`config.mk`:
```
export PLATFORM = sky130hd
export DESIGN_NAME = fifo_rd_ctrl
export DESIGN_NICKNAME = d
export VERILOG_FILES = /design/src/rtl/fifo_rd_ctrl.sv
export SDC_FILE = /design/constraint.sdc
export NUM_CORES = 1
export LEC_CHECK = 0
export CORE_ASPECT_RATIO = 1.4
export CORE_MARGIN = 4
export CORE_UTILIZATION = 42
export DETAILED_ROUTE_END_ITERATION = 8
export GPL_TIMING_DRIVEN = 1
export PLACE_DENSITY = 0.71
export SLEW_MARGIN = 15
export SYNTH_ARGS = -nofsm -noshare
export SYNTH_HDL_FRONTEND = slang
export SYNTH_SLANG_ARGS = --single-unit
```
`constraint.sdc`:
```
create_clock -name rd_clk -period 8.5 [get_ports rd_clk]
set_input_delay 2.125 -clock rd_clk [delete_from_list [all_inputs] [get_ports rd_clk]]
set_output_delay 2.125 -clock rd_clk [all_outputs]
set_load 0.1 [all_outputs]
```
`src/rtl/fifo_rd_ctrl.sv`:
```
// fifo_rd_ctrl: read-side controller of the asynchronous FIFO. Everything here
// runs in the read clock domain.
//   - Keeps the binary and Gray read pointers.
//   - Derives empty_flag and rd_level from the write pointer, which arrives
//     already synchronised into this domain.
//   - Drives rd_address/rd_inc into fifo_memory.
//   - Re-times the registered memory read data into a 2-entry valid/ready
//     output stream that sustains one word per cycle.
//
// Parameters:
//   data_width        word width (matches fifo_memory)
//   addr_width        memory address bits; pointers are addr_width+1 bits
//   almost_empty_thr  only with FIFO_RD_ALMOST_EMPTY_EN; almost_empty threshold
//
// Ports:
//   rd_clk       read clock; all logic on the rising edge
//   rd_rst_n     synchronous active-low reset
//   rq2_wptr     Gray write pointer, synchronised into rd_clk
//   rd_ptr_gray  registered Gray read pointer, for the write domain
//   rd_address   binary read address to fifo_memory
//   rd_inc       read strobe to fifo_memory (combinational)
//   empty_flag   registered empty
//   mem_rd_data  fifo_memory read data, valid the cycle after rd_inc
//   out_data     head word of the output buffer
//   out_valid    out_data valid
//   out_ready    consumer accepts out_data
//   rd_level     words still in memory (excludes buffered/in-flight words)
//   almost_empty only with FIFO_RD_ALMOST_EMPTY_EN; registered,
//                high while rd_level <= almost_empty_thr
//
// Optional feature macro: FIFO_RD_ALMOST_EMPTY_EN
module fifo_rd_ctrl #(
  parameter int data_width = 8,
  parameter int addr_width = 4
`ifdef FIFO_RD_ALMOST_EMPTY_EN
  ,
  parameter int almost_empty_thr = 2
`endif
) (
  input  logic                  rd_clk,
  input  logic                  rd_rst_n,
  input  logic [addr_width:0]   rq2_wptr,
  output logic [addr_width:0]   rd_ptr_gray,
  output logic [addr_width-1:0] rd_address,
  output logic                  rd_inc,
  output logic                  empty_flag,
  input  logic [data_width-1:0] mem_rd_data,
  output logic [data_width-1:0] out_data,
  output logic                  out_valid,
  input  logic                  out_ready,
  output logic [addr_width:0]   rd_level
`ifdef FIFO_RD_ALMOST_EMPTY_EN
  ,
  output logic                  almost_empty
`endif
);

  localparam int PW = addr_width + 1;

  logic [PW-1:0]         rbin;
  logic [PW-1:0]         rbin_next;
  logic [PW-1:0]         rgray_next;
  logic [PW-1:0]         level_next;
  logic [1:0]            buf_count;
  logic                  inflight;
  logic                  pop;
  logic                  fetch;
  logic [2:0]            space;
  logic [data_width-1:0] buf0;
  logic [data_width-1:0] buf1;

  function automatic logic [PW-1:0] gray2bin(input logic [PW-1:0] g);
    logic [PW-1:0] b;
    b[PW-1] = g[PW-1];
    for (int i = PW - 2; i >= 0; i--) begin
      b[i] = b[i+1] ^ g[i];
    end
    return b;
  endfunction

  // Free buffer slots once this cycle's pop is credited. buf_count+inflight
  // never exceeds 2, so this stays within 0..2.
  always_comb begin
    pop        = out_valid && out_ready;
    space      = 3'd2 - {1'b0, buf_count} - {2'b0, inflight} + {2'b0, pop};
    fetch      = !empty_flag && (space != 3'd0);
    rbin_next  = rbin + {{addr_width{1'b0}}, fetch};
    rgray_next = (rbin_next >> 1) ^ rbin_next;
    level_next = gray2bin(rq2_wptr) - rbin_next;
  end

  assign rd_inc     = fetch;
  assign rd_address = rbin[addr_width-1:0];
  assign out_data   = buf0;
  assign out_valid  = (buf_count != 2'd0);

  // Stage p0 -> p1: pointer/flag update and memory-read tracking; buffer head.
  always_ff @(posedge rd_clk) begin
    if (!rd_rst_n) begin
      rbin        <= '0;
      rd_ptr_gray <= '0;
      empty_flag  <= 1'b1;
      rd_level    <= '0;
      inflight    <= 1'b0;
      buf_count   <= 2'd0;
      buf0        <= '0;
`ifdef FIFO_RD_ALMOST_EMPTY_EN
      almost_empty <= 1'b1;
`endif
    end else begin
      rbin        <= rbin_next;
      rd_ptr_gray <= rgray_next;
      empty_flag  <= (rgray_next == rq2_wptr);
      rd_level    <= level_next;
      inflight    <= fetch;
      buf_count   <= buf_count + {1'b0, inflight} - {1'b0, pop};
`ifdef FIFO_RD_ALMOST_EMPTY_EN
      almost_empty <= (level_next <= almost_empty_thr[PW-1:0]);
`endif
      // Head advances on pop; a word arriving into a single-entry buffer
      // that is popping the same cycle goes straight to the head.
      if (pop) begin
        if (inflight && buf_count == 2'd1) begin
          buf0 <= mem_rd_data;
        end else begin
          buf0 <= buf1;
        end
      end else if (inflight && buf_count == 2'd0) begin
        buf0 <= mem_rd_data;
      end
    end
  end

  // Stage p1 -> p2: second buffer slot (data only, no reset needed).
  always_ff @(posedge rd_clk) begin
    if (inflight && ((pop && buf_count == 2'd2) || (!pop && buf_count == 2'd1))) begin
      buf1 <= mem_rd_data;
    end
  end

endmodule

```
* Word-level counts from Yosys, hierarchy flattened
Cells that the tools add are included.
Operators by class: reductions and logical operators 14, add/subtract/negate cells 7, muxes and demuxes 3, eq/ne operators 3, bitwise gates (word level) 5
Operator list (number):
- 2-to-1 mux 8 bit | 3
- logical AND 1 bit | 7
- adder 5 x 1 -> 5 bit | 1
- equality test 5 bit | 1
- subtractor 5 bit | 1
- bitwise XOR 4 x 5 -> 5 bit | 1
- nonzero test 2 bit | 2
- bitwise XOR 1 bit | 4
- adder 3 x 1 -> 3 bit | 1
- nonzero test 3 bit | 1
- subtractor 2 x 2 -> 3 bit, first input constant | 1
- subtractor 3 x 1 -> 3 bit | 1
- adder 2 x 1 -> 2 bit | 1
- equality test 2 x 1 -> 1 bit, second input constant | 1
- equality test 2 bit, second input constant | 1
- zero test 1 bit | 2
- zero test 2 bit | 1
- subtractor 2 x 1 -> 2 bit | 1
- logical OR 1 bit | 1
Word-level totals: register bits after elaboration 35, output and inout bits 25, input bits 16

* Depth between registers and ports, before layout
depth after elaboration 8, mapped depth 16, mapped depth without buffers 16

* Worst setup path before layout
Ideal clock, no wire load.
path type input to output, start in out_ready, end out rd_inc, required time 6375 ps, stages 6, arrival 4329 ps, slack 2046 ps, buffers on the path 0, path through and2_1 > fa_1 > inv_1 > ha_1 > nor3b_1 > nor2_1
On the way: cells in the longest elaborated chain, start to end 4
RTL lines:
- from (decl) | line 50 | input logic out_ready,
- logical AND 1 bit | line 84 | pop = out_valid && out_ready;
- adder 3 x 1 -> 3 bit | line 85 | space = 3'd2 - {1'b0, buf_count} - {2'b0, inflight} + {2'b0, pop};
- nonzero test 3 bit | line 86 | fetch = !empty_flag && (space != 3'd0);
- logical AND 1 bit | line 86
- to (decl) | line 45 | output logic rd_inc,
No other way between the ends.

* Worst setup path after layout
Same ends and word-level chain as after synthesis.

==> results.toml <==
[cells_and_area]
drive_gt1_share_pct = 6.22
antenna-diode-count = 0
area_growth_pct = 32.2
nets = 218

[sta]
max_freq_mhz = 143
fin_setup_tns_ns = 0
finalCritPeriodShare_pct = 82.5
grt_setup_unrepaired = "false"
fin_crit_ns = 7.02
finalHoldViolations = 0
tightest_slew_ns = 0.981
drv_slew = 0
setup_violations = 0
skew_ns = 0.00529
slew_headroom_pct = 34.4

[logic_synthesis]
ys_top_cells_by_count = "dfxtp_1 (26), and2_1 (15), xnor2_1 (14), a21oi_1 (10)"
async_reset_ff_share_pct = 0
synth_ff_type = "dfxtp_1"
synth_top_cell_by_area = "dfxtp_1"
synth_seq_cells = 34
syn_avg_cell_area_sq_um = 10.9
yosysWarnings = 0
ys_seq_area_share_pct = 46.9
synth_edf_count = 8
synthTopCellsByArea = "dfxtp_1 (32%), edfxtp_1 (15%), xnor2_1 (7.6%), ha_1 (6.2%), and2_1 (5.8%)"
ys_types = 31
netlist.area_leader.share_pct = 32.1
synthCells = 148
syn_area_sq_mm = 0.00162
post-synth-top-count-cell = "dfxtp_1"
synth.net_count = 174

[grt]
antenna_found_initial = 0
grt-ovfl-total = 0
grt_pass1_vias = 1207
grtUsageTotal_pct = 15.0
grt_first_pass_wirelength_mm = 5.36
grt_max_degree = 27

[setup_path]
arrival_ns = 4.89
cpLargestDelayFamily = "buffers and inverters"
cpMostUsedCell = "clkdlybuf4s50_1"
ff2ff_path_depth = 16
critical_path_class = "input port to output pin"
start_kind = "input port"
worst-path-max-fanout = 4
cp.required_ns = 6.38
crit_chain = "clkdlybuf4s50_1 -> and2_1 -> fa_1 -> inv_1 -> ha_1 -> nor3b_1 -> nor2_1 -> clkdlybuf4s50_1"
max_stage_delay_ns = 1.16
end_kind = "output pin"
crit_buf_inv = 3
crit_slowest_cell = "clkdlybuf4s50_1"
path_depth = 8

[cts]
root_buffer = "clkbuf_8"
clk_pin_slew_ns = 0.06
cts_setup_buffers = 0
cts_made_buffers = 5
post_cts_resized = 0
cts_max_level = 2
clock_latency_ns = 0.29
clock_path_buffers = 2
hold_buffers = 0
cts.sinks = 34
cts_tree = "built"

[route]
vias = 1172
antenna_left = 0
first_iter_violations = 22
routedWlPerCell_um = 13.8
drt_first_pass_iters = 4
drc_errors = 0
avgViaCountPerCell = 4.99
totalWireLength_mm = 3.25

[outcome]
status = "completed"

[worst_hold_path]
worst_hold_path_type = "flop to flop"
hold_depth = 2

[floorplanning]
fp.dieH_um = 81.5
die-area_sq_mm = 0.00493
die_w_um = 60.5
core_sq_mm = 0.00368
io-pin-count = 41
start_util_pct = 44.1
rows = 26

[run]
maxCapViolations = 0

[place]
portBuffers = 40
gp_congestion = 0.756
dpl.hpwl_mm = 2.50
[per-layer routing]
metal | share of wire, % | routed length, um | vias up | track usage (%)
met3 | 6.6 | 215 | 9 | 5.03
li1 | - | - | 584 | -
met2 | 52 | 1690 | 34 | 26.9
met1 | 38 | 1250 | 545 | 14.7
met5 | 0 | 0 | - | 0
met4 | 2.8 | 91 | 0 | 8.46
[cells by family (layout without fill, tap and decap cells)]
kind of cell	after synthesis	in the layout	share of synthesized area, %
adders and majority gates	11	11	9.27
DFF	34	34	46.9
muxes	9	9	5.64
AOI/OAI and AO/OA	24	24	8.65
and+or+nand+nor	33	33	11.7
xor gates and xnor gates	25	25	14.9
buffers and inverters	12	57	2.86
[placed cells by master (no fill, tap or decap), types with 2 or more instances in the layout]
cell type        Yosys  routed
nor2b_1              3       3
clkdlybuf4s50_1      0      40
nand2_1              3       3
nor2_1               2       2
fa_1                 2       2
inv_1                9       9
edfxtp_1             8       8
and2_1              15      15
o21ai_0              9       9
clkbuf_8             0       5
a21oi_1             10      10
dfxtp_1             26      26
mux2i_1              8       8
or3_1                2       2
xor2_1               9       9
ha_1                 8       8
xnor2_1             14      14
and3_1               2       2
nand3_1              3       3
[worst register-to-register path: stages (launching register included)]
cell      delay (ns)
dfxtp_1         0.38
or2_2           0.32
and2_1          0.20
fa_1            0.36
inv_1           0.07
ha_1            0.21
nor3b_1         0.14
nor2_1          0.15
ha_1            0.24
nand3_1         0.13
xnor2_1         0.38
ha_1            0.27
inv_1           0.05
or3_1           0.38
o211ai_2        0.09
xor2_1          0.08
and2_1          0.15
[path summary, 6_finish.rpt]
path,startpoint,to,slack (ns)
hold reg to reg,buf1[3],out_data[3],0.54
setup reg to reg,buf_count[1],rd_level[4],4.80
hold / removal,buf1[3],out_data[3],0.54
setup / recovery,out_ready,rd_inc,1.48
[metrics by stage]
| step | hold WS [ns] | std cells | area (sq um) | worst slack [ns] | utilization (%) |
|---|---|---|---|---|---|
| after floorplan | 0.506 | 148 | 1620 | 2.05 | - |
| after CTS | 0.547 | 235 | 2140 | 1.47 | 58.3 |
| after global placement | 0.520 | 227 | 2060 | 1.55 | 56.1 |
| final | 0.538 | 235 | 2140 | 1.48 | 58.3 |
| after global routing | 0.581 | 235 | 2140 | 1.37 | 58.3 |
| after detailed placement | 0.528 | 227 | 2060 | 1.48 | 56.1 |
[cell type report]
type / instances / area (sq um)
multi-input combinational: 102 / 813
clock buffer: 6 / 72.6
tap: 42 / 52.6
timing repair buffer: 40 / 400
fill: 339 / 1530
inverter: 9 / 33.8
sequential: 34 / 761
clock inverter: 2 / 8.76
[sequential cells by signal (all words and copies together) (netlist names)]
| register | flops |
|---|---|
| rd_ptr_gray | 5 |
| rbin | 4 |
| buf_count | 2 |
| out_data | 8 |
| inflight | 1 |
| buf1 | 8 |
| rd_level | 5 |
| empty_flag | 1 |
Power is not shown: default switching activity piles up to over one toggle a cycle in this logic, so the estimate is an artifact.
